**src/rtl/encoder_pkg.sv**
```systemverilog
// ---------------------------------------------------------------------------
// encoder_pkg
// Shared definitions for the sequential priority encoder (encoder_scan).
//   ENC_N      : default request vector width (power of 2, >= 2)
//   ENC_IDX_W  : default index width, $clog2(ENC_N)
//   state_e    : scan FSM states
// ---------------------------------------------------------------------------
package encoder_pkg;

   localparam int ENC_N     = 8;
   localparam int ENC_IDX_W = $clog2(ENC_N);

   // IDLE waits for a request vector; BUSY emits one index per pop.
   typedef enum logic [0:0] {
      ST_IDLE = 1'b0,
      ST_BUSY = 1'b1
   } state_e;

endpackage : encoder_pkg

```
**src/rtl/encoder_scan_pri_enc.sv**
```systemverilog
// ---------------------------------------------------------------------------
// pri_enc
// Combinational lowest-set-bit priority encoder.
//   pending  [N-1:0]      in  : bits still to be reported
//   idx      [IDX_W-1:0]  out : index of the lowest set bit (0 when none set)
//   clr_mask [N-1:0]      out : one-hot mask selecting that bit (0 when none)
//   any_set               out : at least one bit of pending is set
// ---------------------------------------------------------------------------
module pri_enc #(
   parameter int N     = 8,
   parameter int IDX_W = $clog2(N)
) (
   input  logic [N-1:0]     pending,
   output logic [IDX_W-1:0] idx,
   output logic [N-1:0]     clr_mask,
   output logic             any_set
);

   always_comb begin
      // NOTE: every output gets a default before the loop so that no path
      // leaves one unassigned; otherwise synthesis infers a latch.
      idx      = '0;
      clr_mask = '0;
      any_set  = 1'b0;
      // Scan from the top down so the lowest set bit is the last one written
      // and therefore wins.
      for (int i = N - 1; i >= 0; i--) begin
         if (pending[i]) begin
            idx         = i[IDX_W-1:0];
            clr_mask    = '0;
            clr_mask[i] = 1'b1;
            any_set     = 1'b1;
         end
      end
   end

endmodule : pri_enc

```
**src/rtl/encoder_scan.sv**
```systemverilog
// ---------------------------------------------------------------------------
// encoder_scan
// Sequential priority encoder. Accepts an N-bit request vector on a
// valid/ready handshake and emits the index of every set bit, lowest first,
// one index per accepted output beat.
//   clk, rst_n          : rising-edge clock, asynchronous active-low reset
//   en                  : global enable; low freezes state, gates handshakes
//   in_valid/in/in_ready: request vector input handshake
//   out_valid/out/out_ready/out_last : index output handshake, last flag
//   remaining [IDX_W:0] : number of set bits still pending (0..N)
// All outputs derive from registered state (plus en for the handshakes);
// nothing on in or out_ready reaches an output combinationally.
// ---------------------------------------------------------------------------
module encoder_scan
   import encoder_pkg::*;
#(
   parameter int N     = ENC_N,
   parameter int IDX_W = $clog2(N)
) (
   input  logic             clk,
   input  logic             rst_n,
   input  logic             en,
   input  logic             in_valid,
   input  logic [N-1:0]     in,
   output logic             in_ready,
   output logic             out_valid,
   output logic [IDX_W-1:0] out,
   input  logic             out_ready,
   output logic             out_last,
   output logic [IDX_W:0]   remaining
);

   localparam logic [N-1:0] ONE_N = {{(N-1){1'b0}}, 1'b1};

   state_e         state_q, state_d;
   logic [N-1:0]   pending_q, pending_d;

   logic [IDX_W-1:0] low_idx;
   logic [N-1:0]     low_mask;
   logic             any_set;
   logic             pop;

   pri_enc #(
      .N     (N),
      .IDX_W (IDX_W)
   ) u_pri_enc (
      .pending  (pending_q),
      .idx      (low_idx),
      .clr_mask (low_mask),
      .any_set  (any_set)
   );

   // Handshakes are gated by en; the data-side outputs keep reflecting
   // pending so a paused scan resumes at the same index.
   assign in_ready  = en && (state_q == ST_IDLE);
   assign out_valid = en && (state_q == ST_BUSY);
   assign out       = low_idx;
   // A single remaining bit is the last one; any_set keeps out_last low in
   // IDLE, where pending is zero.
   assign out_last  = any_set && ((pending_q & (pending_q - ONE_N)) == '0);
   assign pop       = out_valid && out_ready;

   always_comb begin
      remaining = '0;
      for (int i = 0; i < N; i++) begin
         remaining = remaining + {{IDX_W{1'b0}}, pending_q[i]};
      end
   end

   always_comb begin
      state_d   = state_q;
      pending_d = pending_q;
      unique case (state_q)
         ST_IDLE: begin
            // An all-zero vector is consumed and dropped without a beat.
            if (en && in_valid && (in != '0)) begin
               pending_d = in;
               state_d   = ST_BUSY;
            end
         end
         ST_BUSY: begin
            if (pop) begin
               pending_d = pending_q & ~low_mask;
               if (out_last) begin
                  state_d = ST_IDLE;
               end
            end
         end
         default: begin
            state_d   = ST_IDLE;
            pending_d = '0;
         end
      endcase
   end

   // NOTE: sequential state uses non-blocking assignments so every flop
   // samples its _d value from before the edge, independent of block order.
   always_ff @(posedge clk or negedge rst_n) begin
      if (!rst_n) begin
         state_q   <= ST_IDLE;
         // NOTE: pending is a plain register that must start empty, so it is
         // reset; a true RAM array would be left unreset and written first.
         pending_q <= '0;
      end else begin
         state_q   <= state_d;
         pending_q <= pending_d;
      end
   end

endmodule : encoder_scan

```
**config.mk**
```make
export PLATFORM = sky130hd
export DESIGN_NAME = encoder_scan
export DESIGN_NICKNAME = d
export VERILOG_FILES = /design/src/rtl/encoder_pkg.sv /design/src/rtl/encoder_scan_pri_enc.sv /design/src/rtl/encoder_scan.sv
export SDC_FILE = /design/constraint.sdc
export NUM_CORES = 1
export LEC_CHECK = 0
export CORE_UTILIZATION = 40
export CTS_CLUSTER_SIZE = 10
export DETAILED_ROUTE_END_ITERATION = 6
export PLACE_DENSITY_LB_ADDON = 0.05
export SLEW_MARGIN = 25
export SYNTH_ARGS = -nofsm -noshare
export SYNTH_HDL_FRONTEND = slang
export SYNTH_SLANG_ARGS = --single-unit
```
**constraint.sdc**
```tcl
create_clock -name clk -period 2.9 [get_ports clk]
set_input_delay 0.29 -clock clk [delete_from_list [all_inputs] [get_ports clk]]
set_output_delay 0.29 -clock clk [all_outputs]
set_load 0.01 [all_outputs]
```
Word level (Yosys, flattened, before mapping)
Cells that the tools add are included.
Word-level totals
  memory bits (read-only): 0
  latch bits: 0
  RAM bits: 0
  memories: 0
  register bits after elaboration: 9
  logic and storage cells: 56
Operators by class
  shift-type cells: 0
  divide/modulo/power cells: 0
  add/subtract/negate cells: 8
  reduce and logical (&&, ||, !) cells: 9
  bitwise gates (word level): 4
  mux-type cells: 31
  $lt $le $gt $ge: 0
  multiply operators: 0
  equality and inequality tests: 2
Operators with widths (number)
  2-to-1 mux 8 bit: 10
  2-to-1 mux 3 bit: 8
  adder 4 x 1 -> 4 bit: 4
  AND 8 bit: 2
  case mux 8 bit (2 select lines): 1
  2-to-1 mux 1 bit: 11
  logical NOT 8 bit: 1
  inverter 8 bit: 1
  nonzero test 8 bit: 1
  subtractor 8 x 1 -> 8 bit (second input constant): 1
  logical AND 1 bit: 6
  adder 3 x 1 -> 4 bit: 1
  != test 2 x 1 -> 1 bit (second input constant): 2
  adder 2 x 1 -> 3 bit: 1
  adder 1 x 1 -> 2 bit: 1
  case mux 1 bit (2 select lines): 1
  AND reduction 2 bit: 1
  inverter 1 bit: 1

Depth between registers and ports, before layout
  depth in word-level cells: 12
  depth in mapped cells: 9

Modules after synthesis
Synthesis repeated with hierarchy kept, for this count alone.
Unflattened totals
  cell total of the unflattened synthesis: 103
  area total of the unflattened synthesis: 914.6 um^2
Modules (own cells, without submodules)
  encoder_scan: area an instance 769.5 um^2, cells an instance 80, times used 1
  pri_enc: area an instance 145.1 um^2, cells an instance 23, times used 1

Least setup slack after synthesis
OpenSTA, ideal clock, no wires.
  path type: register -> output
  from: register pending_q[1]
  to: output port remaining[2]
  stages on the path, launching flop included: 10
  buffers on the path: 0
  arrival: 2.767 ns
  setup slack: -0.157 ns
  cell sequence: dfrtp_1 > fa_1 > inv_1 > fa_1 > fa_1 > inv_1 > ha_1 > inv_1 > fa_1 > xnor2_1
Between the ends
  longest elaborated chain between the ends: 7
Ends and longest elaborated chain
  start: declaration: line encoder_scan.sv:36  | logic [N-1:0] pending_q, pending_d;
  start signal: assignment: line encoder_scan.sv:106  | pending_q <= pending_d;
  adder 1 x 1 -> 2 bit: line encoder_scan.sv:66  | remaining = remaining + {{IDX_W{1'b0}}, pending_q[i]};
  adder 2 x 1 -> 3 bit: line encoder_scan.sv:66
  adder 3 x 1 -> 4 bit: line encoder_scan.sv:66
  adder 4 x 1 -> 4 bit (4 in a row): line encoder_scan.sv:66
  end: declaration: line encoder_scan.sv:30  | output logic [IDX_W:0] remaining
No other way between the ends.

Final worst setup path
  from: register pending_q[1]
  to: output port remaining[1]
Same word-level chain as after synthesis.

==> qor.tcl <==
set qor(initial_antenna_violation_count) 0
set qor(kind_of_critical_path) {register to output port}
set qor(timing.max_slew.rel_slack_pct) 59.1
set qor(worst-path-buf-inv) 5
set qor(num-nets-final) 152
set qor(route.vias.total) 787
set qor(report.final.hold_viol_count) 0
set qor(critical_path.max_stage_delay_ns) 0.53
set qor(syn-num-nets) 118
set qor(track_usage_pct) 21.9
set qor(most_frequent_cells_in_the_layout) {sky130_fd_sc_hd__clkdlybuf4s50_1 (18), sky130_fd_sc_hd__inv_1 (11), sky130_fd_sc_hd__nand2_1 (10), sky130_fd_sc_hd__buf_4 (10), sky130_fd_sc_hd__dfrtp_1 (8)}
set qor(ys_seq_area_share_pct) 27.6
set qor(route.detailed.vias_per_inst) 5.11
set qor(worst_path_required_time_ns) 2.61
set qor(worstPathCellList) {fa_1, inv_1, fa_1, fa_2, inv_2, ha_4, inv_2, fa_2, inv_2, buf_6}
set qor(layout.cell_area.non_filler_um2) 1170
set qor(worst_hold_path_type) {input pin to async pin}
set qor(setup.worst_path.start_class) {register}
set qor(coreArea_um2) 1820
set qor(synth_cell_type_count) 37
set qor(syn_area_um2) 816
set qor(min_period_over_period_pct) 117
set qor(cts_tree) {yes}
set qor(violations) {setup timing}
set qor(worst_setup_hold_path_clk_slew_ns) 0.06
set qor(grt_pass1_wl_um) 3280
set qor(global_route.overflow_total) 0
set qor(endpoint_kind) {output port}
set qor(grt_setup_unrepaired) {yes}
set qor(timing_max_transition_violations_final) 0
set qor(n_antenna_cell) 0
set qor(clock_sinks) 9
set qor(num_rows) 15
set qor(wl_per_cell_um) 12.8
set qor(ios) 23
set qor(final_layout_size_suffix_gt1_share_pct) 24.8
set qor(initial_utilization_pct) 44.8
set qor(finalSetupViolCount) 5
set qor(place_hpwl_um) 1590
set qor(critPathMostFrequentCell) {sky130_fd_sc_hd__inv_2}
set qor(postSynthRegisterBits) 9
set qor(critical_path.slowest_cell) {sky130_fd_sc_hd__fa_1}
set qor(drt_first_pass_iters) 4
set qor(fin_ws_ns) -0.485
set qor(finalClockSkew_ns) 0.00103
set qor(layout-area-overhead-vs-synth_pct) 43.1
set qor(port_buffers) 22
set qor(die_w_um) 47.2
set qor(drt_wl_total_um) 1970
set qor(route.detailed.drc) 0
set qor(via_count_of_the_first_global_routing_pass) 766
set qor(clockBufferDepth) 2
set qor(postPlaceCellArea_um2) 1110
set qor(finalWorstPathRequiredPeriod_ns) 3.39
set qor(cp_data_arrival_time_ns) 3.10
set qor(fp.dieArea_um2) 2220
set qor(clock_latency_ns) 0.27
set qor(outcome) {finished, violations left}
set qor(ys_warn_count) 0
set qor(highest_attainable_clock_frequency_mhz) 295
set qor(clock_tree.root_cell) {sky130_fd_sc_hd__clkbuf_4}
set qor(max-cap-violations) 0
set qor(dieHeight_um) 47.2
set qor(critPathTopFamily) {adder cells}
set qor(place_congestion) 0.850
set qor(synthCells) 96
set qor(post_synth.cell_area_avg_um2) 8.50
set qor(slew_at_the_pin_with_the_worst_max_slew_slack_ns) 0.613
set qor(detail_route.iter0.violations) 12
set qor(drt.antenna.violating_nets) 0
set qor(h-tree-depth) 1
set qor(layout_commonest_cell) {sky130_fd_sc_hd__clkdlybuf4s50_1}
set qor(cts_inserted_buffers) 3
set qor(path_max_fanout) 2
set qor(grt_max_degree) 14
set qor(hold_buffers) 0
cell usage after synthesis (all sizes together):
| cell type | count | share of area, % |
|---|---|---|
| a21oi | 6 | 3.7 |
| o22ai | 1 | 1.5 |
| nor3 | 4 | 2.5 |
| and3b | 1 | 1.1 |
| o2bb2ai | 1 | 1.1 |
| nand2 | 10 | 4.6 |
| a21boi | 1 | 0.92 |
| o21ai | 8 | 5.4 |
| nor4 | 2 | 1.5 |
| inv | 15 | 6.9 |
| a31oi | 2 | 1.5 |
| xnor2 | 1 | 1.1 |
| buf | 3 | 2.9 |
| mux2i | 1 | 1.2 |
| dfrtp | 9 | 28 |
| nand2b | 1 | 0.77 |
| o21a | 2 | 2.0 |
| o41ai | 1 | 1.1 |
| or4 | 1 | 0.92 |
| or3b | 1 | 1.1 |
| nor2b | 2 | 1.5 |
| nor2 | 2 | 0.92 |
| a32o | 1 | 1.2 |
| a22o | 1 | 1.1 |
| and2 | 1 | 0.92 |
| nand3b | 2 | 1.8 |
| nand3 | 1 | 0.61 |
| or3 | 3 | 2.3 |
| fa | 4 | 9.8 |
| ha | 5 | 7.7 |
| a21o | 3 | 2.8 |
stage by stage:
step	hold slack (ns)	util (%)	setup TNS [ns]	setup slack, ns	cells
after floorplan	-0.00559	-	-0.181	-0.0988	96
after global placement	0.573	61.2	-1.40	-0.564	148
after detailed placement	0.582	61.2	-1.71	-0.637	148
after CTS	0.352	63.7	-1.49	-0.545	153
after global routing	0.357	64.1	-1.86	-0.579	154
final	0.326	64.1	-1.40	-0.485	154
area by class of cell:
cell class	instances	area (um2)
fill	172	653
tap	25	31.3
timing repair buffer	32	288
clock buffer	4	26.3
inverter	15	56.3
multi-input combinational	69	539
sequential	9	226
final timing paths:
kind                              startpoint           end  slack [ns]  cells after the start
max in group asynchronous              rst_n  pending_q[1]        2.24                      1
worst min register to register  pending_q[7]  pending_q[7]        0.60                      1
worst max-delay path            pending_q[1]  remaining[1]       -0.49                     10
min in group clk                       in[5]  pending_q[5]        0.59                      3
worst max register to register  pending_q[1]       state_q        0.73                      6
worst min-delay path                   rst_n  pending_q[0]        0.33                      1
routing by layer:
metal,track usage (%),share of wire (%),vias up
li1,-,-,402
met1,28.4,46,359
met2,34.7,48,21
met3,4.62,4.3,5
met4,10.3,1.9,0
met5,0,0,-
registers in the layout, summed over array words and instances, names as in the netlist:
signal and cells:
pending_q 8, state_q 1
repair_timing:
item / 4_1_cts / 5_1_grt
gates resized for setup: 24 / 0
endpoints found under the setup margin: 5 / 5
pin swaps: 6 / 4
endpoints found under the hold margin: 0 / 0
buffers inserted: 1 / 1
worst register-to-register path: cells and delay by family (launching register included):
kind            cells  cell delay, ns
flops               1            0.41
simple gates        2            0.77
buf+inv             1            0.16
compound gates      3            0.70
cell families (layout without fill, tap and decap cells):
logic type	after synthesis	after routing	share of synthesized area, %
compound gates	27	27	22.2
xor+xnor	1	1	1.07
mux	1	1	1.23
flops	9	9	27.6
fa+ha+maj	9	9	17.5
simple gates	31	31	20.6
buf+inv	18	51	9.82
Power is not shown: default switching activity piles up to over one toggle a cycle in this logic, so the estimate is an artifact.
